### config.mk
export PLATFORM = sky130hd
export DESIGN_NAME = pe_cluster_iact_distributor_flat
export DESIGN_NICKNAME = d
export VERILOG_FILES = /design/src/rtl/pe_cluster_iact_distributor_pkg.sv /design/src/rtl/pe_cluster_iact_distributor_if.sv /design/src/rtl/pe_cluster_iact_distributor_fifo.sv /design/src/rtl/pe_cluster_iact_distributor.sv /design/src/flat_wrapper.sv
export SDC_FILE = /design/constraint.sdc
export NUM_CORES = 1
export LEC_CHECK = 0
export ABC_AREA = 1
export CAP_MARGIN = 0
export CELL_PAD_IN_SITES_DETAIL_PLACEMENT = 1
export CELL_PAD_IN_SITES_GLOBAL_PLACEMENT = 1
export CORE_AREA = 2 2 252 254
export DETAILED_ROUTE_END_ITERATION = 16
export DIE_AREA = 0 0 254 256
export GPL_TIMING_DRIVEN = 0
export MAX_ROUTING_LAYER = met4
export PLACE_DENSITY_LB_ADDON = 0.1
export SYNTH_ARGS = -nofsm -noshare
export SYNTH_HDL_FRONTEND = slang
export SYNTH_SLANG_ARGS = --single-unit
export TNS_END_PERCENT = 50
### constraint.sdc
create_clock -name clock -period 31.2 [get_ports clock]
set_input_delay 4.68 -clock clock [delete_from_list [all_inputs] [get_ports clock]]
set_output_delay 4.68 -clock clock [all_outputs]
set_load 0.1 [all_outputs]
### src/rtl/pe_cluster_iact_distributor_pkg.sv
// Shared types and constants for the PE-cluster iact distributor and the PE cluster.
// The optional per-router stall counters are enabled with IACT_DIST_STALL_CNT_EN.
package pe_cluster_pkg;

    localparam int unsigned IACT_ADDR_W = 8;
    localparam int unsigned IACT_DATA_W = 13;
    localparam int unsigned STALL_CNT_W = 32;

    typedef enum logic [1:0] {
        MODE_HORIZ = 2'd0,
        MODE_VERT  = 2'd1,
        MODE_DIAG  = 2'd2,
        MODE_BCAST = 2'd3
    } mode_e;

    // Router feeding PE (r,c) under the given topology.
    function automatic int unsigned src_of(mode_e mode, int unsigned r, int unsigned c,
                                           int unsigned num_in);
        case (mode)
            MODE_HORIZ: return r;
            MODE_VERT:  return c;
            MODE_DIAG:  return (r + c) % num_in;
            default:    return 0;
        endcase
    endfunction

endpackage

### src/rtl/pe_cluster_iact_distributor_if.sv
// Router-side, PE-side and configuration signals of the iact distributor.
// slave = the distributor, master = the routers/PEs/config driving it.
interface pe_cluster_iact_distributor_if
    import pe_cluster_pkg::*;
#(
    parameter int unsigned ROWS   = 3,
    parameter int unsigned COLS   = 3,
    parameter int unsigned NUM_IN = 3,
    parameter int unsigned ADDR_W = IACT_ADDR_W,
    parameter int unsigned DATA_W = IACT_DATA_W
);
    localparam int unsigned NUM_PE = ROWS * COLS;

    logic                          cfg_valid;
    logic [1:0]                    cfg_mode;
    logic                          cfg_ready;
    logic [NUM_IN-1:0]             in_addr_valid;
    logic [NUM_IN-1:0]             in_addr_ready;
    logic [NUM_IN*ADDR_W-1:0]      in_addr_bits;
    logic [NUM_IN-1:0]             in_data_valid;
    logic [NUM_IN-1:0]             in_data_ready;
    logic [NUM_IN*DATA_W-1:0]      in_data_bits;
    logic [NUM_PE-1:0]             pe_addr_valid;
    logic [NUM_PE-1:0]             pe_addr_ready;
    logic [NUM_PE*ADDR_W-1:0]      pe_addr_bits;
    logic [NUM_PE-1:0]             pe_data_valid;
    logic [NUM_PE-1:0]             pe_data_ready;
    logic [NUM_PE*DATA_W-1:0]      pe_data_bits;
    logic [NUM_IN*STALL_CNT_W-1:0] stall_cnt;

    modport master (
        output cfg_valid, cfg_mode, in_addr_valid, in_addr_bits, in_data_valid, in_data_bits,
               pe_addr_ready, pe_data_ready,
        input  cfg_ready, in_addr_ready, in_data_ready, pe_addr_valid, pe_addr_bits,
               pe_data_valid, pe_data_bits, stall_cnt
    );

    modport slave (
        input  cfg_valid, cfg_mode, in_addr_valid, in_addr_bits, in_data_valid, in_data_bits,
               pe_addr_ready, pe_data_ready,
        output cfg_ready, in_addr_ready, in_data_ready, pe_addr_valid, pe_addr_bits,
               pe_data_valid, pe_data_bits, stall_cnt
    );

endinterface

### src/rtl/pe_cluster_iact_distributor_fifo.sv
// Per-PE, per-stream buffer: registered count, no fall-through; output word is the head entry.
module iact_dist_fifo #(
    parameter int unsigned W     = 8,
    parameter int unsigned DEPTH = 2
) (
    input  logic         clock,
    input  logic         reset,
    input  logic         push,
    input  logic [W-1:0] push_data,
    input  logic         pop,
    output logic [W-1:0] pop_data,
    output logic         full,
    output logic         empty
);
    localparam int unsigned PTR_W = $clog2(DEPTH);
    localparam int unsigned CNT_W = $clog2(DEPTH + 1);

    logic [W-1:0]     mem [DEPTH];
    logic [PTR_W-1:0] wr_ptr;
    logic [PTR_W-1:0] rd_ptr;
    logic [CNT_W-1:0] count;
    logic             do_push;
    logic             do_pop;

    function automatic logic [PTR_W-1:0] ptr_next(logic [PTR_W-1:0] ptr);
        return (ptr == PTR_W'(DEPTH - 1)) ? '0 : ptr + PTR_W'(1);
    endfunction

    assign full     = (count == CNT_W'(DEPTH));
    assign empty    = (count == '0);
    assign do_push  = push & ~full;
    assign do_pop   = pop & ~empty;
    assign pop_data = mem[rd_ptr];

    always_ff @(posedge clock or posedge reset) begin
        if (reset) begin
            for (int unsigned i = 0; i < DEPTH; i++) mem[i] <= '0;
            wr_ptr <= '0;
            rd_ptr <= '0;
            count  <= '0;
        end else begin
            if (do_push) begin
                mem[wr_ptr] <= push_data;
                wr_ptr      <= ptr_next(wr_ptr);
            end
            if (do_pop) rd_ptr <= ptr_next(rd_ptr);
            case ({do_push, do_pop})
                2'b10:   count <= count + CNT_W'(1);
                2'b01:   count <= count - CNT_W'(1);
                default: count <= count;
            endcase
        end
    end

endmodule

### src/rtl/pe_cluster_iact_distributor.sv
// Forks each router iact stream to the PEs of a ROWS x COLS cluster under a runtime topology.
// Optional per-router stall counters: define IACT_DIST_STALL_CNT_EN.
module pe_cluster_iact_distributor
    import pe_cluster_pkg::*;
#(
    parameter int unsigned ROWS       = 3,
    parameter int unsigned COLS       = 3,
    parameter int unsigned NUM_IN     = 3,
    parameter int unsigned ADDR_W     = IACT_ADDR_W,
    parameter int unsigned DATA_W     = IACT_DATA_W,
    parameter int unsigned FIFO_DEPTH = 2
) (
    input  logic clock,
    input  logic reset,
    pe_cluster_iact_distributor_if.slave bus
);
    localparam int unsigned NUM_PE = ROWS * COLS;
    localparam int unsigned SRC_W  = (NUM_IN > 1) ? $clog2(NUM_IN) : 1;

    mode_e             mode;
    logic [SRC_W-1:0]  src [NUM_PE];
    logic [ADDR_W-1:0] in_addr_word [NUM_IN];
    logic [DATA_W-1:0] in_data_word [NUM_IN];
    logic [NUM_IN-1:0] mapped;
    logic [NUM_IN-1:0] addr_blocked;
    logic [NUM_IN-1:0] data_blocked;
    logic [NUM_IN-1:0] addr_ready;
    logic [NUM_IN-1:0] data_ready;
    logic [NUM_PE-1:0] addr_full;
    logic [NUM_PE-1:0] data_full;
    logic [NUM_PE-1:0] addr_empty;
    logic [NUM_PE-1:0] data_empty;
    logic [NUM_PE-1:0] addr_push;
    logic [NUM_PE-1:0] data_push;
    logic              cfg_ready;

    for (genvar i = 0; i < NUM_IN; i++) begin : g_in
        assign in_addr_word[i] = bus.in_addr_bits[i*ADDR_W +: ADDR_W];
        assign in_data_word[i] = bus.in_data_bits[i*DATA_W +: DATA_W];
    end

    for (genvar p = 0; p < NUM_PE; p++) begin : g_src
        assign src[p] = SRC_W'(src_of(mode, p / COLS, p % COLS, NUM_IN));
    end

    // A router is blocked on a stream if any of its destination buffers is full.
    always_comb begin
        mapped       = '0;
        addr_blocked = '0;
        data_blocked = '0;
        for (int unsigned p = 0; p < NUM_PE; p++) begin
            mapped[src[p]] = 1'b1;
            if (addr_full[p]) addr_blocked[src[p]] = 1'b1;
            if (data_full[p]) data_blocked[src[p]] = 1'b1;
        end
    end

    assign addr_ready        = mapped & ~addr_blocked;
    assign data_ready        = mapped & ~data_blocked;
    assign bus.in_addr_ready = addr_ready;
    assign bus.in_data_ready = data_ready;
    assign cfg_ready         = (&addr_empty) & (&data_empty);
    assign bus.cfg_ready     = cfg_ready;

    for (genvar p = 0; p < NUM_PE; p++) begin : g_pe
        assign addr_push[p] = bus.in_addr_valid[src[p]] & addr_ready[src[p]];
        assign data_push[p] = bus.in_data_valid[src[p]] & data_ready[src[p]];

        iact_dist_fifo #(.W(ADDR_W), .DEPTH(FIFO_DEPTH)) u_addr_fifo (
            .clock     (clock),
            .reset     (reset),
            .push      (addr_push[p]),
            .push_data (in_addr_word[src[p]]),
            .pop       (bus.pe_addr_ready[p]),
            .pop_data  (bus.pe_addr_bits[p*ADDR_W +: ADDR_W]),
            .full      (addr_full[p]),
            .empty     (addr_empty[p])
        );

        iact_dist_fifo #(.W(DATA_W), .DEPTH(FIFO_DEPTH)) u_data_fifo (
            .clock     (clock),
            .reset     (reset),
            .push      (data_push[p]),
            .push_data (in_data_word[src[p]]),
            .pop       (bus.pe_data_ready[p]),
            .pop_data  (bus.pe_data_bits[p*DATA_W +: DATA_W]),
            .full      (data_full[p]),
            .empty     (data_empty[p])
        );

        assign bus.pe_addr_valid[p] = ~addr_empty[p];
        assign bus.pe_data_valid[p] = ~data_empty[p];
    end

    // Accepts in the cycle of a mode change still use the old map: src follows the registered mode.
    always_ff @(posedge clock or posedge reset) begin
        if (reset) begin
            mode <= MODE_HORIZ;
        end else if (bus.cfg_valid && cfg_ready) begin
            mode <= mode_e'(bus.cfg_mode);
        end
    end

`ifdef IACT_DIST_STALL_CNT_EN
    logic [STALL_CNT_W-1:0] stall_q [NUM_IN];

    always_ff @(posedge clock or posedge reset) begin
        if (reset) begin
            for (int unsigned i = 0; i < NUM_IN; i++) stall_q[i] <= '0;
        end else begin
            for (int unsigned i = 0; i < NUM_IN; i++) begin
                if (((bus.in_addr_valid[i] & ~addr_ready[i]) |
                     (bus.in_data_valid[i] & ~data_ready[i])) && (stall_q[i] != '1)) begin
                    stall_q[i] <= stall_q[i] + STALL_CNT_W'(1);
                end
            end
        end
    end

    for (genvar i = 0; i < NUM_IN; i++) begin : g_stall
        assign bus.stall_cnt[i*STALL_CNT_W +: STALL_CNT_W] = stall_q[i];
    end
`else
    assign bus.stall_cnt = '0;
`endif

endmodule

### src/flat_wrapper.sv
// flat-port wrapper written by rule: the top's interface ports become plain ports
module pe_cluster_iact_distributor_flat import pe_cluster_pkg::*;
#(
    parameter int unsigned ROWS       = 3,
    parameter int unsigned COLS       = 3,
    parameter int unsigned NUM_IN     = 3,
    parameter int unsigned ADDR_W     = IACT_ADDR_W,
    parameter int unsigned DATA_W     = IACT_DATA_W,
    parameter int unsigned FIFO_DEPTH = 2
)
  (clock, reset, bus_cfg_valid, bus_cfg_mode, bus_in_addr_valid, bus_in_addr_bits, bus_in_data_valid, bus_in_data_bits, bus_pe_addr_ready, bus_pe_data_ready, bus_cfg_ready, bus_in_addr_ready, bus_in_data_ready, bus_pe_addr_valid, bus_pe_addr_bits, bus_pe_data_valid, bus_pe_data_bits, bus_stall_cnt);
  pe_cluster_iact_distributor_if #(.ROWS(ROWS), .COLS(COLS), .NUM_IN(NUM_IN), .ADDR_W(ADDR_W), .DATA_W(DATA_W)) bus_i ();
  input  logic clock;
  input  logic reset;
  input wire logic [$bits(bus_i.cfg_valid)-1:0] bus_cfg_valid;
  input wire logic [$bits(bus_i.cfg_mode)-1:0] bus_cfg_mode;
  input wire logic [$bits(bus_i.in_addr_valid)-1:0] bus_in_addr_valid;
  input wire logic [$bits(bus_i.in_addr_bits)-1:0] bus_in_addr_bits;
  input wire logic [$bits(bus_i.in_data_valid)-1:0] bus_in_data_valid;
  input wire logic [$bits(bus_i.in_data_bits)-1:0] bus_in_data_bits;
  input wire logic [$bits(bus_i.pe_addr_ready)-1:0] bus_pe_addr_ready;
  input wire logic [$bits(bus_i.pe_data_ready)-1:0] bus_pe_data_ready;
  output wire logic [$bits(bus_i.cfg_ready)-1:0] bus_cfg_ready;
  output wire logic [$bits(bus_i.in_addr_ready)-1:0] bus_in_addr_ready;
  output wire logic [$bits(bus_i.in_data_ready)-1:0] bus_in_data_ready;
  output wire logic [$bits(bus_i.pe_addr_valid)-1:0] bus_pe_addr_valid;
  output wire logic [$bits(bus_i.pe_addr_bits)-1:0] bus_pe_addr_bits;
  output wire logic [$bits(bus_i.pe_data_valid)-1:0] bus_pe_data_valid;
  output wire logic [$bits(bus_i.pe_data_bits)-1:0] bus_pe_data_bits;
  output wire logic [$bits(bus_i.stall_cnt)-1:0] bus_stall_cnt;
  assign bus_i.cfg_valid = bus_cfg_valid;
  assign bus_i.cfg_mode = bus_cfg_mode;
  assign bus_i.in_addr_valid = bus_in_addr_valid;
  assign bus_i.in_addr_bits = bus_in_addr_bits;
  assign bus_i.in_data_valid = bus_in_data_valid;
  assign bus_i.in_data_bits = bus_in_data_bits;
  assign bus_i.pe_addr_ready = bus_pe_addr_ready;
  assign bus_i.pe_data_ready = bus_pe_data_ready;
  assign bus_cfg_ready = bus_i.cfg_ready;
  assign bus_in_addr_ready = bus_i.in_addr_ready;
  assign bus_in_data_ready = bus_i.in_data_ready;
  assign bus_pe_addr_valid = bus_i.pe_addr_valid;
  assign bus_pe_addr_bits = bus_i.pe_addr_bits;
  assign bus_pe_data_valid = bus_i.pe_data_valid;
  assign bus_pe_data_bits = bus_i.pe_data_bits;
  assign bus_stall_cnt = bus_i.stall_cnt;
  pe_cluster_iact_distributor #(.ROWS(ROWS), .COLS(COLS), .NUM_IN(NUM_IN), .ADDR_W(ADDR_W), .DATA_W(DATA_W), .FIFO_DEPTH(FIFO_DEPTH)) u_core (.clock(clock), .reset(reset), .bus(bus_i));
endmodule
==> metrics.md, run 1 <==
| Metric | Value |
|---|---|
| Routability Congestion | 0.9367 |
| Yosys top cell area share | 45.78% |
| Reg2reg start | u_core.mode[1]$_DFFE_PP0P_ |
| Xor/xnor share of the synthesized area | 1.914% |
| DRT Pass-1 Iters | 5 |
| Fill count | 7,692 |
| Pin count of the biggest net entering global routing | 122 |
| Prevailing post-synth register cell | dfrtp_1 |
| Register bit total from synthesis | 452 |
| Final setup skew | 23.34 ps |
| Die extent in x | 254 um |
| Internal reg-to-reg setup slack | 26,940 ps |
| Post-Synthesis Cells | 3,139 |
| Mux cell area share after synthesis | 2.142% |
| DR DRC count | 0 |
| Hold Crit Class | reg2reg |
| Ys Warns | 0 |
| Final hold vios | 0 |
| Top delay family on crit path | buffers and inverters |
| Reg area | 11,310 um^2 |
| H-tree levels | 2 |
| Cts bufs inserted | 53 |
| Worst R2R Path Depth | 16 |
| Share of cells above drive strength 1 | 10.67% |
| Startpoint class of the critical path | flop |
| Crit path time final | 9188 ps |
| Hold buffers post-CTS | 0 |
| Total negative setup slack | 0 ps |
| Io pins | 402 |
| Max Clk Rate | 108.8 MHz |
| Post-Route WL | 98,320 um |
| RSZ-0062 raised after global routing | false |
| CTS root buf | clkbuf_16 |
| First-iteration detailed-routing DRC count | 1,764 |
| # nets final | 3,713 |
| # clock sinks | 452 |
| FFs w/ async S/R, synth | 100.0% |
| Placed insts | 4,388 |
| Clk buf depth | 3 |
| Top cell by count, worst path | nand2_1 |
| Sequential cell area fraction in the yosys report | 45.78% |
| CP Cell Sequence | clkinv_1 -> clkbuf_1 -> ha_1 -> buf_2 -> nand2_1 -> nand2_1 -> nor2_2 -> nand2_1 -> inv_1 -> clkdlybuf4s50_1 |
| Initial antenna violation count | 3 |
| Via Count | 24.07k |
| Measured slew at the worst slew-check pin | 1130 ps |
| Unique masters post-synth | 42 |
| Multi-input logic area | 11,320 um^2 |
| GRT Util Overall | 30.95% |
| Mapped Area | 24,700 um^2 |
| DR WL/cell | 21.92 um |
| CP endpoint kind | primary output |
| Total grt overflow | 0 |
| Worst path bufs/invs | 5 |
| Fin cells | 4,485 |
| Worst rel slew slack | 24.46% |
| Critical Path AT | 4510 ps |
| Clk_lat worst skew | 620 ps |
| Vert. Die Dim | 256 um |
| CP Launch Point | u_core.mode[1]$_DFFE_PP0P_ |
| Post-DP HPWL | 76,330 um |
| CTS resizes | 0 |
| First-pass GRT wire length | 149,400 um |
| Max cap viols | 0 |
| TritonCTS clock tree | done |
| Number of global-route vias before repair | 24.68k |
| Area Overhead vs Synth | 25.43% |
| Post-synthesis simple-gate area fraction | 26.26% |
| Max stage delay on crit path | 1160 ps |
| Worst r2r dst | u_core.g_pe[4].u_data_fifo.count[1]$_DFFE_PP0P_ |
| Place WS | 22,720 ps |
| Avg Cell Area, Syn | 7.870 um^2 |
| Required time of the worst setup path | 26,520 ps |
| Reg clk slew, reported paths | 60 ps |
| Status | finished clean |
| Drt via density | 5.367 |
| Row count | 92 |
| Worst Setup Path Type | reg2out |
| Post-synth EDFFs | 0 |
| Initial Util | 39.60% |
| CORE AREA | 62,390 um^2 |
| Fin worst setup slack | 22,010 ps |
| Fin. max-slew vios | 0 |
| # setup viols final | 0 |
| Synth top area cells | dfrtp_1 46%, nand2_1 17%, o21ai_0 5.7%, buf_4 3.6%, inv_1 3.2% |
| Synth Area in Adders | 1.215% |
| Synth area leader | dfrtp_1 |
| CP max-delay cell | clkdlybuf4s50_1 |
| Main combinational cell family by area after synthesis | simple AND/OR/NAND/NOR gates |
| Compound-gate portion of the synthesized area | 12.85% |
| IO buf count | 305 |
| Crit path capture | bus_in_addr_ready[1] |
| Die area | 65,020 um^2 |
| Final worst path period share | 29.45% |
| Cell count along the critical path | 10 |
| Post-CTS Setup Bufs | 0 |
| Final ANT Viol Nets | 0 |
| Max Fanout on Critical Path | 12 |
==> layout by cell type, fill, tap and decap left out, types with 12 or more instances in the layout <==
cell             synthesis  final
mux2_2                  47     47
o21ai_0                282    282
inv_1                  212    211
buf_4                  119    119
dfrtp_1                452    452
xor2_1                  20     20
nor2_1                  67     67
nor2_4                  20     20
nand2_1               1150   1150
o21ai_1                113    113
o21bai_1                14     14
o221ai_1                42     42
a21oi_1                 82     82
nand4_1                109    109
ha_1                    24     24
nand3_1                103    103
buf_2                   34     34
o21ai_2                 12     12
clkdlybuf4s50_1          0    305
clkbuf_16                0     55
xnor2_1                 34     34
inv_2                   14     14
conb_1                   1     96
clkbuf_1                84     97
o31ai_1                 21     21
==> worst min-delay path by stage <==
stage / endpoint / start / depth (start not counted) / slack [ps]
after floorplan: u_core.g_pe[8].u_addr_fifo.mem[0]$_DFFE_PP0P_ / u_core.g_pe[8].u_addr_fifo.mem[0]$_DFFE_PP0P_ / 2 / 440
after global placement: u_core.g_pe[8].u_addr_fifo.mem[2]$_DFFE_PP0P_ / u_core.g_pe[8].u_addr_fifo.mem[2]$_DFFE_PP0P_ / 2 / 450
after detailed placement: u_core.g_pe[8].u_data_fifo.mem[8]$_DFFE_PP0P_ / u_core.g_pe[8].u_data_fifo.mem[8]$_DFFE_PP0P_ / 2 / 450
after CTS: u_core.g_pe[8].u_addr_fifo.mem[13]$_DFFE_PP0P_ / u_core.g_pe[8].u_addr_fifo.mem[13]$_DFFE_PP0P_ / 2 / 470
after global routing: u_core.g_pe[4].u_data_fifo.mem[20]$_DFFE_PP0P_ / u_core.g_pe[4].u_data_fifo.mem[20]$_DFFE_PP0P_ / 2 / 490
final: u_core.g_pe[8].u_data_fifo.mem[17]$_DFFE_PP0P_ / u_core.g_pe[8].u_data_fifo.mem[17]$_DFFE_PP0P_ / 2 / 470
==> metal layers <==
metal,up-vias,GRT usage [%],wire length (um)
met3,191,4.231,6083
met2,803,46.58,44620
met5,-,-,0
met4,0,11.09,3697
li1,10960,-,-
met1,12120,42.61,43920
==> logic make-up (layout without fill, tap and decap cells) <==
kind of cell	Yosys count	in the layout
buf+inv	494	896
compound gates	571	571
other cells	1	99
xor+xnor	54	54
fa+ha+maj	24	24
flops	452	452
mux	47	47
simple gates	1496	1496
==> flip-flops by register name, summed over array words and instances (netlist names) <==
| register | flops |
|---|---|
| u_core.g_pe.u_data_fifo.count | 18 |
| u_core.g_pe.u_addr_fifo.wr_ptr | 9 |
| u_core.g_pe.u_addr_fifo.mem | 144 |
| u_core.g_pe.u_addr_fifo.rd_ptr | 9 |
| u_core.g_pe.u_data_fifo.mem | 234 |
| u_core.g_pe.u_addr_fifo.count | 18 |
| u_core.mode | 2 |
| u_core.g_pe.u_data_fifo.rd_ptr | 9 |
| u_core.g_pe.u_data_fifo.wr_ptr | 9 |
==> through the flow <==
stage	area [um^2]	utilization, %	hold slack, ps
final	30990	49.67	467.5
after global routing	30990	49.67	489.8
after CTS	30980	49.66	468.9
after detailed placement	29260	46.90	454.3
after global placement	29170	46.76	447.8
after floorplan	25060	-	436.4
==> tightest hold or removal path: cells and delay by family, from the launching register on <==
kind,cells,cell delay [ps]
flops,1,340
simple gates,2,100
==> synthesized netlist by cell type, types with 5 or more instances <==
library cell / number
nand2_1: 1150
dfrtp_1: 452
o21ai_0: 282
inv_1: 212
buf_4: 119
o21ai_1: 113
nand4_1: 109
nand3_1: 103
clkbuf_1: 84
a21oi_1: 82
nor2_1: 67
mux2_2: 47
o221ai_1: 42
buf_2: 34
xnor2_1: 34
ha_1: 24
o31ai_1: 21
nor2_4: 20
xor2_1: 20
inv_2: 14
o21bai_1: 14
o21ai_2: 12
buf_6: 11
clkinv_1: 11
nand2_2: 11
buf_1: 9
nand3_2: 8
nand2_4: 5
nor2_2: 5
==> area by class of cell <==
type / count / area share, %
flip-flops and latches: 452 / 36.50
plain buffers: 257 / 4.958
diodes: 3 / 0.02423
repair buffers: 308 / 10.12
well taps: 846 / 3.416
clock inverters: 15 / 0.4563
multi-input cells: 2288 / 36.54
clock buffers: 79 / 5.087
inverters: 237 / 2.895
Power of run 1 is left out: the tool's default activity adds up to more than one toggle a clock period on the data nets, which glitch-free logic cannot reach.
==> run 2, diff against run 1 <==
clock period = 8.9 ns   (was 31.2 ns; I/O delays follow)
==> run 2 against run 1 <==
- sequential cell count unchanged
- via count down 0.58%
- routed wire length up 0.34%
- hold slack about the same
- clock-buffer cell count up 3
- global-route usage about the same
- first-iteration DRC count down 2.0%
- critical path depth unchanged
- register-to-register slack worse by 22000 ps
- worst setup slack worse by 19000 ps
- critical endpoint unchanged
==> metrics.md, run 2 (synthesized netlist as in run 1, its figures left out) <==
| Metric | Value |
|---|---|
| Measured slew at the worst slew-check pin | 1114 ps (-15.73 ps) |
| DR WL/cell | 21.95 um (+0.11%) |
| Max Clk Rate | 171.6 MHz |
| First-iteration detailed-routing DRC count | 1,728 (-2.0%) |
| Top flop regs | u_core.g_pe.u_data_fifo.mem (234), u_core.g_pe.u_addr_fifo.mem (144) |
| Fill count | 7,681 (-0.14%) |
| Share of cells above drive strength 1 | 10.81% (+0.14 points) |
| Clk buf depth | 3 (unchanged) |
| Vert. Die Dim | 256 um (unchanged) |
| Post-DP HPWL | 77,090 um (+0.99%) |
| Final worst path period share | 65.50% |
| Worst rel slew slack | 25.51% (+1.1 points) |
| Via Count | 23.93k (-0.58%) |
| Required time of the worst setup path | 7570 ps (-18,950 ps) |
| Startpoint class of the critical path | flop |
| Top Metal Used | met4 |
| Final ANT Viol Nets | 0 (unchanged) |
| Clk_lat worst skew | 620 ps (about the same) |
| Wire length on met1 | 45,110 um (+2.7%) |
| # clock sinks | 452 (unchanged) |
| Drt via density | 5.324 (-0.80%) |
| Routability Congestion | 0.9425 (+0.62%) |
| Most common cell after layout, fill and taps aside | nand2_1 |
| Status | finished clean |
| # nets final | 3,721 (+0.22%) |
| Number of global-route vias before repair | 24.76k (+0.32%) |
| Max Fanout on Critical Path | 12 (unchanged) |
| Area Overhead vs Synth | 26.07% |
| H-tree levels | 2 (unchanged) |
| Crit path time final | 5829 ps |
| Cts bufs inserted | 52 (-1.9%) |
| DR DRC count | 0 (unchanged) |
| Final hold slack | 467.3 ps (-0.2460 ps) |
| # setup viols final | 0 (unchanged) |
| Worst path bufs/invs | 5 (unchanged) |
| Critical Path AT | 4490 ps (-20 ps) |
| Top delay family on crit path | buffers and inverters |
| Initial Util | 39.60% (unchanged) |
| Hold buffers post-CTS | 0 (unchanged) |
| RSZ-0062 raised after global routing | false |
| Fin. max-slew vios | 0 (unchanged) |
| TritonCTS clock tree | done |
| CP endpoint kind | primary output |
| Hold Crit Class | reg2reg |
| Max stage delay on crit path | 1160 ps (about the same) |
| Met3 wire length | 5240 um (-14%) |
| CP Cell Sequence | clkinv_1 -> clkbuf_1 -> ha_1 -> buf_2 -> nand2_1 -> nand2_1 -> nor2_2 -> nand2_1 -> inv_1 -> clkdlybuf4s50_1 |
| Top cell by count, worst path | nand2_1 |
| CORE AREA | 62,390 um^2 (unchanged) |
| CTS resizes | 0 (unchanged) |
| Most frequent cells in the layout | 1,150 x nand2_1, 452 x dfrtp_1, 305 x clkdlybuf4s50_1 |
| Post-CTS Setup Bufs | 0 (unchanged) |
| Largest register by flop count | u_core.g_pe.u_data_fifo.mem |
| Pin count of the biggest net entering global routing | 43 (-65%) |
| First-pass GRT wire length | 149,400 um (about the same) |
| Post-Layout Inst Area | 31,150 um^2 (+0.51%) |
| Final Util | 49.92% (+0.25 points) |
| Io pins | 402 (unchanged) |
| Die extent in x | 254 um (unchanged) |
| Reg clk slew, reported paths | 60 ps (about the same) |
| CTS root buf | clkbuf_16 |
| Die area | 65,020 um^2 (unchanged) |
| CP max-delay cell | clkdlybuf4s50_1 |
| Max cap viols | 0 (unchanged) |
| Initial antenna violation count | 5 (+2) |
| Post-DP Area | 29,420 um^2 (+0.53%) |
| Max FFs per register | 234 (unchanged) |
| Worst Setup Path Type | reg2out |
| GRT Util Overall | 30.95% (about the same) |
| Row count | 92 (unchanged) |
| Final setup skew | 23.96 ps (+0.6214 ps) |
| WL met2 | 44,580 um (about the same) |
| IO buf count | 305 (unchanged) |
| Total grt overflow | 0 (unchanged) |
| Final hold vios | 0 (unchanged) |
| Post-Route WL | 98,650 um (+0.34%) |
| DRT Pass-1 Iters | 5 (unchanged) |
run 2: changes by cell type in the layout (fill, tap and decap cells not counted), sizes merged:
cell,before,now
clkinvlp,5,1
clkbuf,163,166
bufinv,2,3
diode,3,5
buf,176,185
clkinv,18,17
run 2: area by class of cell:
| class | instances | area (um^2) | share of cell area [%] |
|---|---|---|---|
| multi-input cells | 2288 | 11320 | 36.36 |
| flip-flops and latches | 452 | 11310 | 36.32 |
| repair buffers | 317 | 3293 | 10.57 |
| clock buffers | 82 | 1575 | 5.058 |
| plain buffers | 257 | 1536 | 4.933 |
| well taps | 846 | 1059 | 3.399 |
| inverters | 237 | 893.4 | 2.868 |
| clock inverters | 11 | 141.4 | 0.4539 |
| diodes | 5 | 12.51 | 0.04017 |
run 2: tightest hold or removal path, cell delays in order, from the launching register on:
cell	delay (ps)
dfrtp_1	340
nand2_1	50
nand2_1	40
run 2: final timing paths:
path                                                           startpoint                                               to  slack [ps]  depth (start not counted)
setup reg to reg                               u_core.mode[1]$_DFFE_PP0P_  u_core.g_pe[4].u_data_fifo.count[1]$_DFFE_PP0P_        4630                         16
setup / recovery                               u_core.mode[1]$_DFFE_PP0P_                             bus_in_addr_ready[1]        3070                         10
hold reg to reg            u_core.g_pe[8].u_data_fifo.mem[21]$_DFFE_PP0P_   u_core.g_pe[8].u_data_fifo.mem[21]$_DFFE_PP0P_         470                          2
min in group asynchronous                                           reset    u_core.g_pe[6].u_addr_fifo.rd_ptr$_DFFE_PP0P_        1150                          2
max in group asynchronous                                           reset    u_core.g_pe[5].u_data_fifo.mem[1]$_DFFE_PP0P_        6030                          7
hold / removal             u_core.g_pe[8].u_data_fifo.mem[21]$_DFFE_PP0P_   u_core.g_pe[8].u_data_fifo.mem[21]$_DFFE_PP0P_         470                          2
run 2: layer usage:
layer	up-vias	GRT usage, %
li1	11000	-
met1	11980	42.57
met2	756	46.96
met3	196	3.915
met4	0	10.98
met5	-	-
run 2: through the flow:
step	cells	setup slack [ps]	TNS, ps
floorplan	3234	1452	0
global placement	4385	-1699	-725410
CTS	4490	3102	0
global route	4495	2903	0
detailed placement	4397	3776	0
finish	4495	3071	0
Power of run 2 is left out for the same reason.
==> run 3, diff against run 2 <==
clock period = 6 ns   (was 8.9 ns; I/O delays follow)
==> results of run 3 <==
The final DEF is identical to that of run 2. Status: finished clean.
Main changes from that run: setup slack after placement 3776 ps -> 1311 ps; setup slack after layout 3071 ps -> 605.9 ps; register-to-register setup slack 4630 ps -> 1730 ps
Power of run 3 is left out for the same reason.
